## config.mk

```make
export PLATFORM = sky130hd
export DESIGN_NAME = rr_request_agent
export DESIGN_NICKNAME = d
export VERILOG_FILES = /design/src/rtl/rr_request_agent.sv
export SDC_FILE = /design/constraint.sdc
export NUM_CORES = 1
export LEC_CHECK = 0
export ABC_AREA = 1
export BUFFER_PORTS_ARGS = -buffer_cell sky130_fd_sc_hd__buf_2
export CORE_MARGIN = 2
export CORE_UTILIZATION = 54
export DETAILED_ROUTE_END_ITERATION = 8
export GPL_ROUTABILITY_DRIVEN = 0
export PLACE_DENSITY = 0.82
export REMOVE_ABC_BUFFERS = 1
export SKIP_CTS_REPAIR_TIMING = 1
export SYNTH_ARGS = -nofsm -noshare
export SYNTH_HDL_FRONTEND = slang
export SYNTH_SLANG_ARGS = --single-unit
```

## constraint.sdc

```tcl
create_clock -name clk -period 4.2 [get_ports clk]
set_input_delay 0.42 -clock clk [delete_from_list [all_inputs] [get_ports clk]]
set_output_delay 0.42 -clock clk [all_outputs]
set_load 0.005 [all_outputs]
```

## src/rtl/rr_request_agent.sv

```systemverilog
// rr_request_agent
// Requester-side companion to a round-robin arbiter. Job pulses from N_REQ clients
// go into a saturating pending count per client. Every client with work pending
// raises a level request to the arbiter. The agent takes the arbiter's one-hot
// grant, serves the granted client for HOLD_CYCLES cycles, then spends one RELEASE
// cycle that pulses done_o to that client and retires one of its pending jobs.
//
// Ports
//   clk             rising-edge clock
//   rst_i           synchronous active-high reset
//   req_pulse_i     one-cycle job pulse per client
//   grants_i        one-hot grant from the arbiter (zero = no grant)
//   reqs_o          level requests to the arbiter
//   busy_o          a client owns the bus (SERVE or RELEASE)
//   owner_o         index of the current or most recent owner
//   done_o          one-cycle completion pulse to the owner
//   overflow_o      sticky, per client: a pulse was dropped at a saturated count
//   proto_err_o     sticky: an illegal grant was seen in ARB
//   pending_total_o sum of all pending counts
module rr_request_agent #(
  parameter int N_REQ       = 8,
  parameter int CNT_W       = 2,
  parameter int HOLD_CYCLES = 4
) (
  input  logic                           clk,
  input  logic                           rst_i,
  input  logic [N_REQ-1:0]               req_pulse_i,
  input  logic [N_REQ-1:0]               grants_i,
  output logic [N_REQ-1:0]               reqs_o,
  output logic                           busy_o,
  output logic [$clog2(N_REQ)-1:0]       owner_o,
  output logic [N_REQ-1:0]               done_o,
  output logic [N_REQ-1:0]               overflow_o,
  output logic                           proto_err_o,
  output logic [$clog2(N_REQ)+CNT_W-1:0] pending_total_o
);

  localparam int OW = $clog2(N_REQ);
  localparam int TW = $clog2(N_REQ) + CNT_W;
  localparam int HW = (HOLD_CYCLES > 1) ? $clog2(HOLD_CYCLES) : 1;
  localparam logic [CNT_W-1:0] CNT_MAX = {CNT_W{1'b1}};

  typedef enum logic [1:0] {
    ST_ARB     = 2'd0,
    ST_SERVE   = 2'd1,
    ST_RELEASE = 2'd2
  } state_t;

  state_t            state_q, state_d;
  logic [OW-1:0]     owner_q, owner_d;
  logic [HW-1:0]     hold_q, hold_d;
  logic [CNT_W-1:0]  pend_q [N_REQ];
  logic [CNT_W-1:0]  pend_d [N_REQ];
  logic [N_REQ-1:0]  overflow_q, overflow_d;
  logic              proto_err_q, proto_err_d;

  logic [N_REQ-1:0]  nz_s;
  logic              grant_onehot_s;
  logic              grant_accept_s;
  logic [OW-1:0]     grant_idx_s;

  // State register: FSM, owner, hold counter, pending counts and sticky flags.
  always_ff @(posedge clk) begin
    if (rst_i) begin
      state_q     <= ST_ARB;
      owner_q     <= '0;
      hold_q      <= '0;
      overflow_q  <= '0;
      proto_err_q <= 1'b0;
      for (int i = 0; i < N_REQ; i++) pend_q[i] <= '0;
    end else begin
      state_q     <= state_d;
      owner_q     <= owner_d;
      hold_q      <= hold_d;
      overflow_q  <= overflow_d;
      proto_err_q <= proto_err_d;
      for (int i = 0; i < N_REQ; i++) pend_q[i] <= pend_d[i];
    end
  end

  // Grant decode: a grant counts only if it is one-hot and targets a client with work.
  always_comb begin
    grant_idx_s = '0;
    for (int i = 0; i < N_REQ; i++) begin
      nz_s[i] = (pend_q[i] != '0);
      if (grants_i[i]) begin
        grant_idx_s = OW'(i);
      end else begin
        grant_idx_s = grant_idx_s;
      end
    end
    grant_onehot_s = (grants_i != '0) && ((grants_i & (grants_i - 1'b1)) == '0);
    grant_accept_s = grant_onehot_s && ((grants_i & nz_s) != '0);
  end

  // Next-state logic: FSM transitions, owner capture, hold countdown, protocol errors.
  always_comb begin
    state_d     = state_q;
    owner_d     = owner_q;
    hold_d      = hold_q;
    proto_err_d = proto_err_q;
    case (state_q)
      ST_ARB: begin
        if (grant_accept_s) begin
          owner_d = grant_idx_s;
          hold_d  = HW'(HOLD_CYCLES - 1);
          state_d = ST_SERVE;
        end else if (grants_i != '0) begin
          proto_err_d = 1'b1;
        end else begin
          state_d = ST_ARB;
        end
      end
      ST_SERVE: begin
        if (hold_q == '0) begin
          state_d = ST_RELEASE;
        end else begin
          hold_d = hold_q - HW'(1);
        end
      end
      ST_RELEASE: state_d = ST_ARB;
      default:    state_d = ST_ARB;
    endcase
  end

  // Pending counters: a simultaneous pulse and retire cancel out; pulses at max are dropped.
  always_comb begin
    overflow_d = overflow_q;
    for (int i = 0; i < N_REQ; i++) begin
      logic inc, dec;
      inc = req_pulse_i[i];
      dec = (state_q == ST_RELEASE) && (owner_q == OW'(i));
      pend_d[i] = pend_q[i];
      if (inc && !dec) begin
        if (pend_q[i] == CNT_MAX) begin
          overflow_d[i] = 1'b1;
        end else begin
          pend_d[i] = pend_q[i] + CNT_W'(1);
        end
      end else if (dec && !inc) begin
        pend_d[i] = pend_q[i] - CNT_W'(1);
      end else begin
        pend_d[i] = pend_q[i];
      end
    end
  end

  // Outputs depend only on registered state, so the arbiter's combinational grant
  // cannot close a loop back through reqs_o.
  always_comb begin
    reqs_o          = '0;
    done_o          = '0;
    busy_o          = 1'b0;
    pending_total_o = '0;
    case (state_q)
      ST_ARB:     reqs_o = nz_s;
      ST_SERVE:   busy_o = 1'b1;
      ST_RELEASE: begin
        busy_o          = 1'b1;
        done_o[owner_q] = 1'b1;
      end
      default:    busy_o = 1'b0;
    endcase
    for (int i = 0; i < N_REQ; i++) begin
      pending_total_o = pending_total_o + TW'(pend_q[i]);
    end
    owner_o     = owner_q;
    overflow_o  = overflow_q;
    proto_err_o = proto_err_q;
  end

endmodule
```

* After elaboration in Yosys (flattened, before gate mapping) *
Memory sizes are Yosys's and may differ from the RTL's.
Index checks and enable logic that the tools add are counted.

cells by class
  shift operators = 0
  bitwise operators = 11
  $add $sub $neg = 25
  divide/modulo/power cells = 0
  muxes and demuxes = 54
  $mul = 0
  reductions and logical operators = 71
  equal/unequal tests = 21
  order comparisons = 2

operator list
  cell                                                                 count
  2-bit 2-to-1 mux                                                     37
  1-bit logical AND                                                    27
  5-bit by 2-bit adder with 5-bit output                               4
  2-bit AND reduction                                                  10
  2-bit == test (second input constant)                                9
  3-bit 2-to-1 mux                                                     6
  2-bit nonzero test                                                   9
  2-bit by 1-bit subtractor with 2-bit output (second input constant)  9
  2-bit by 1-bit adder with 2-bit output (second input constant)       8
  8-bit bitwise AND                                                    2
  1-bit logical NOT                                                    16
  8-bit 2-to-1 mux                                                     2
  8-bit nonzero test                                                   2
  3-bit == test (second input constant)                                4
  8-bit logical NOT                                                    1
  1-bit bitwise OR                                                     8
  2-bit case mux with 2 select lines                                   2
  8-bit by 1-bit subtractor with 8-bit output (second input constant)  1
  3-bit by 2-bit == test with 1-bit output (second input constant)     2
  1-bit 2-to-1 mux                                                     6
  2-bit != test (second input constant)                                3
  3-bit AND reduction                                                  2
  4-bit by 2-bit adder with 5-bit output                               1
  3-bit by 2-bit adder with 4-bit output                               1
  other kinds (11)                                                     12

storage, ports and cells
  bits in latches = 0
  output and inout port bits = 34
  register bits after elaboration = 16
  RAM bits = 16
  memory bits (read-only) = 0
  memories = 1
  word-level logic and storage cells = 197
  bits of input ports = 18

memories
  name    depth  width  rd ports  clocked after Yosys merged registers in  wr ports  line  text
  pend_q  8      2      8         0                                        8         52    logic [CNT_W-1:0] pend_q [N_REQ];

* Depth between registers and ports, before layout *
An unclocked memory read counts as a cell.

  depth after elaboration = 8
  mapped depth = 12

* Worst setup path after synthesis *
No wires, ideal clock.

  path kind = reg2out
  start = memory pend_q[3][0] (netlist: pend_q[0][6])
  end = output pending_total_o[3]
  cell stages (with the launch flop) = 12
  arrival = 3.195 ns
  slack = 0.585 ns
  required time = 3.780 ns
  cell sequence = dfxtp_1 > inv_1 > fa_1 > inv_1 > fa_1 > inv_1 > fa_1 > inv_1 > fa_1 > ha_1 > fa_1 > xor2_1

RTL lines
  what             line  text
  start, declared  52
  end, declared    35    output logic [$clog2(N_REQ)+CNT_W-1:0] pending_total_o

==> flow_metrics.py <==
metrics = {
    "run_status": {
        "run_status": "completed",
    },
    "finish": {
        "antennaDiodeCount": 0,
        "area.growth.synth_to_final_pct": 20.1,
        "seq_cell_area_sq_um": 648,
        "drive_gt1_frac": 0.249,
        "final_layout_net_count": 415,
        "final_core_util": 0.671,
        "multi_input_comb_area_sq_um": 1350,
        "filler_cell_count": 351,
        "postLayoutCellArea_sq_um": 2680,
    },
    "floorplan": {
        "placement_rows": 23,
        "boundaryPins": 52,
        "dieHeight_um": 68.3,
        "initial_utilization": 0.558,
        "horizontal_extent_of_the_die_um": 68.3,
        "placeableCoreArea_sq_um": 4000,
        "die_area_sq_um": 4670,
    },
    "placement": {
        "placed_area_sq_um": 2540,
        "placement.io_buffers": 51,
        "dp_slack_ns": 0.338,
        "dpl.hpwl_mm": 4.13,
    },
    "power_and_ir_drop": {
        "switching_power_share_of_the_total": 0.329,
        "vdd_drop_max_uv": 234,
        "internal-power_w": 0.000700,
        "switchingPower_w": 0.000344,
        "power.total_w": 0.00104,
        "p_leak_nw": 1.40,
        "power-per-cell-area_nw_per_um2": 389,
        "power.sequential.fraction": 0.339,
        "share_comb_of_total_power": 0.350,
        "p_clk_frac": 0.311,
    },
    "timing": {
        "final_hold_viol_count": 0,
        "timing.final.setup_violations": 0,
        "min_period_ns": 4.07,
        "layout_worst_path_cycle_share": 0.969,
        "skew_ns": 0.00686,
        "max_slew.worst_pin.slew_ns": 0.725,
        "final.setup.worst_slack_ns": 0.131,
        "timing.final.max_slew_violations": 0,
        "fmaxAchievable_mhz": 246,
        "fin_setup_tns_ns": 0,
        "max_slew_margin": 0.516,
    },
    "global_routing": {
        "grtUsageTotal": 0.246,
        "grt_util_met1": 0.279,
        "antenna_found_initial": 0,
        "global_route.usage.met2": 0.431,
        "grt_pass1_vias": 2029,
        "grt_first_pass_wirelength_mm": 8.40,
        "grt_most_used_layer": "met2",
        "grt-ovfl-total": 0,
        "grt_start_max_net_pins": 25,
        "global_route.usage.met3": 0.0658,
    },
    "clock_tree": {
        "tritoncts": "built",
        "ctsLongestPathBuffers": 2,
        "clkSlewWorstSetupHoldPaths_ns": 0.07,
        "tritoncts.num_buffers": 5,
        "clk_latency_ns": 0.29,
        "clock_tree.root_cell": "sky130_fd_sc_hd__clkbuf_8",
        "h-tree-depth": 2,
        "cts.sink_count": 32,
    },
    "logic_synthesis": {
        "netlist.top_cell.by_area": "sky130_fd_sc_hd__dfxtp_1",
        "syn-cell-area_sq_um": 2230,
        "ys_ff_latch": 32,
        "syn_inst": 321,
        "yosys_warnings": 0,
        "synth.avg_cell_area_sq_um": 6.96,
        "yosys-top-cells-area": "sky130_fd_sc_hd__dfxtp_1 (29%), sky130_fd_sc_hd__nand2_1 (11%), sky130_fd_sc_hd__fa_1 (9.9%)",
        "synth.top_cell.area_share": 0.287,
        "seq_area_frac_synth": 0.287,
        "synth_cell_types": 30,
    },
    "route": {
        "routed_wl_mm": 5.24,
        "detailedRoute.firstPassIterationCount": 5,
        "postRouteAntennaNets": 0,
        "dr.first_iter.drc_count": 100,
        "wire_per_inst_um": 12.2,
        "dr_total_vias": 2192,
        "number_of_vias_per_cell_after_detailed_routing": 5.12,
        "drc_errors": 0,
    },
    "worst_hold_path": {
        "hold_path.class": "primary input to flip-flop",
    },
    "worst_setup_path": {
        "max_stage_delay_ns": 0.56,
        "timing.critical_path.required_ns": 3.78,
        "critical_path_s_slowest_cell": "sky130_fd_sc_hd__fa_1",
        "arrival_time_of_the_worst_setup_path_ns": 3.65,
        "crit_buf_inv": 5,
        "criticalPathCategory": "flip-flop to primary output",
        "top_cell_family_by_delay_on_the_critical_path": "adder cells",
        "critical_path_peak_fanout": 6,
        "critPathLaunchType": "flip-flop",
        "crit_chain": "inv_1 > fa_1 > inv_1 > fa_1 > inv_1 > fa_1 > inv_1 > fa_1 > ha_2 > fa_1 > xor2_1 > buf_2",
        "critPathMostFrequentCell": "sky130_fd_sc_hd__fa_1",
        "critical_path.endpoint_type": "primary output",
    },
    "run": {
        "number_of_maximum_capacitance_violations": 0,
    },
}
==> per-layer routing <==
metal  share of wire  vias up
li1                -     1114
met1            0.43     1005
met2            0.51       65
met3           0.053        8
met4           0.013        0
met5               0        -
==> logic make-up (layout without fill, tap and decap cells) <==
group / Yosys count / after routing / synth area share
XOR/XNOR: 4 / 4 / 0.0157
AO/OA/AOI/OAI: 69 / 69 / 0.174
flip-flops: 32 / 32 / 0.287
buffers and inverters: 65 / 122 / 0.110
AND/OR/NAND/NOR: 131 / 131 / 0.265
adder cells (fa/ha/maj): 20 / 20 / 0.149
==> synthesized netlist by cell type, drive strengths merged <==
library cell  count
nor2             47
xor2              3
a21oi            24
nor3              5
fa               11
clkbuf            2
or2               1
nand3            10
dfxtp            32
o21bai            1
buf               1
xnor2             1
o21ai            31
a31oi             2
o211ai            1
ha                9
o21a              9
nand2            68
inv              62
o22ai             1
==> registers in the layout, indices dropped and copies added (netlist names) <==
| register | cells |
|---|---|
| pend_q | 16 |
| state_q | 2 |
| hold_q | 2 |
| overflow_o | 8 |
| proto_err_o | 1 |
| owner_o | 3 |
==> path summary, 6_finish.rpt <==
check / cells after the start / endpoint / slack [ns] / start
setup / recovery: 12 / pending_total_o[3] / 0.13 / pend_q[0][6]$_SDFFE_PP0P_
hold / removal: 2 / state_q[0]$_SDFFE_PP0P_ / 0.44 / rst_i
setup reg to reg: 11 / pend_q[0][6]$_SDFFE_PP0P_ / 2.46 / state_q[0]$_SDFFE_PP0P_
hold reg to reg: 2 / proto_err_o$_SDFFE_PP0P_ / 0.45 / proto_err_o$_SDFFE_PP0P_
==> stage by stage <==
step,std cells,hold WS [ns]
finish,428,0.438
CTS,427,0.431
global placement,419,0.436
detailed placement,419,0.443
floorplan,318,0.441
global route,428,0.449
==> layout by cell type, fill, tap and decap left out, types with 8 or more instances in the layout <==
cell,count
sky130_fd_sc_hd__ha_1,8
sky130_fd_sc_hd__nor2_1,38
sky130_fd_sc_hd__a21oi_1,22
sky130_fd_sc_hd__dfxtp_1,28
sky130_fd_sc_hd__inv_2,8
sky130_fd_sc_hd__inv_1,54
sky130_fd_sc_hd__buf_2,51
sky130_fd_sc_hd__fa_1,11
sky130_fd_sc_hd__o21ai_0,23
sky130_fd_sc_hd__nand3_1,8
sky130_fd_sc_hd__nand2_1,64
sky130_fd_sc_hd__o21a_1,9
==> power by group through the flow <==
stage          combinational (W)  clock [W]  sequential [W]
4_1_cts                 0.000362   0.000329        0.000352
5_1_grt                 0.000419   0.000344        0.000358
3_5_place_dp            0.000359          0        0.000360
6_report                0.000365   0.000325        0.000353
3_3_place_gp            0.000349          0        0.000358
2_1_floorplan           0.000241          0        0.000355
==> final cells by class <==
class                           count  share of cell area
Inverter                           62              0.0868
Tap cell                           50              0.0233
Timing Repair Buffer               52              0.0979
Clock inverter                      1              0.0112
Multi-Input combinational cell    224               0.503
Sequential cell                    32               0.242
Clock buffer                        7              0.0359
Note: power is estimated with default switching activity, not from simulation.
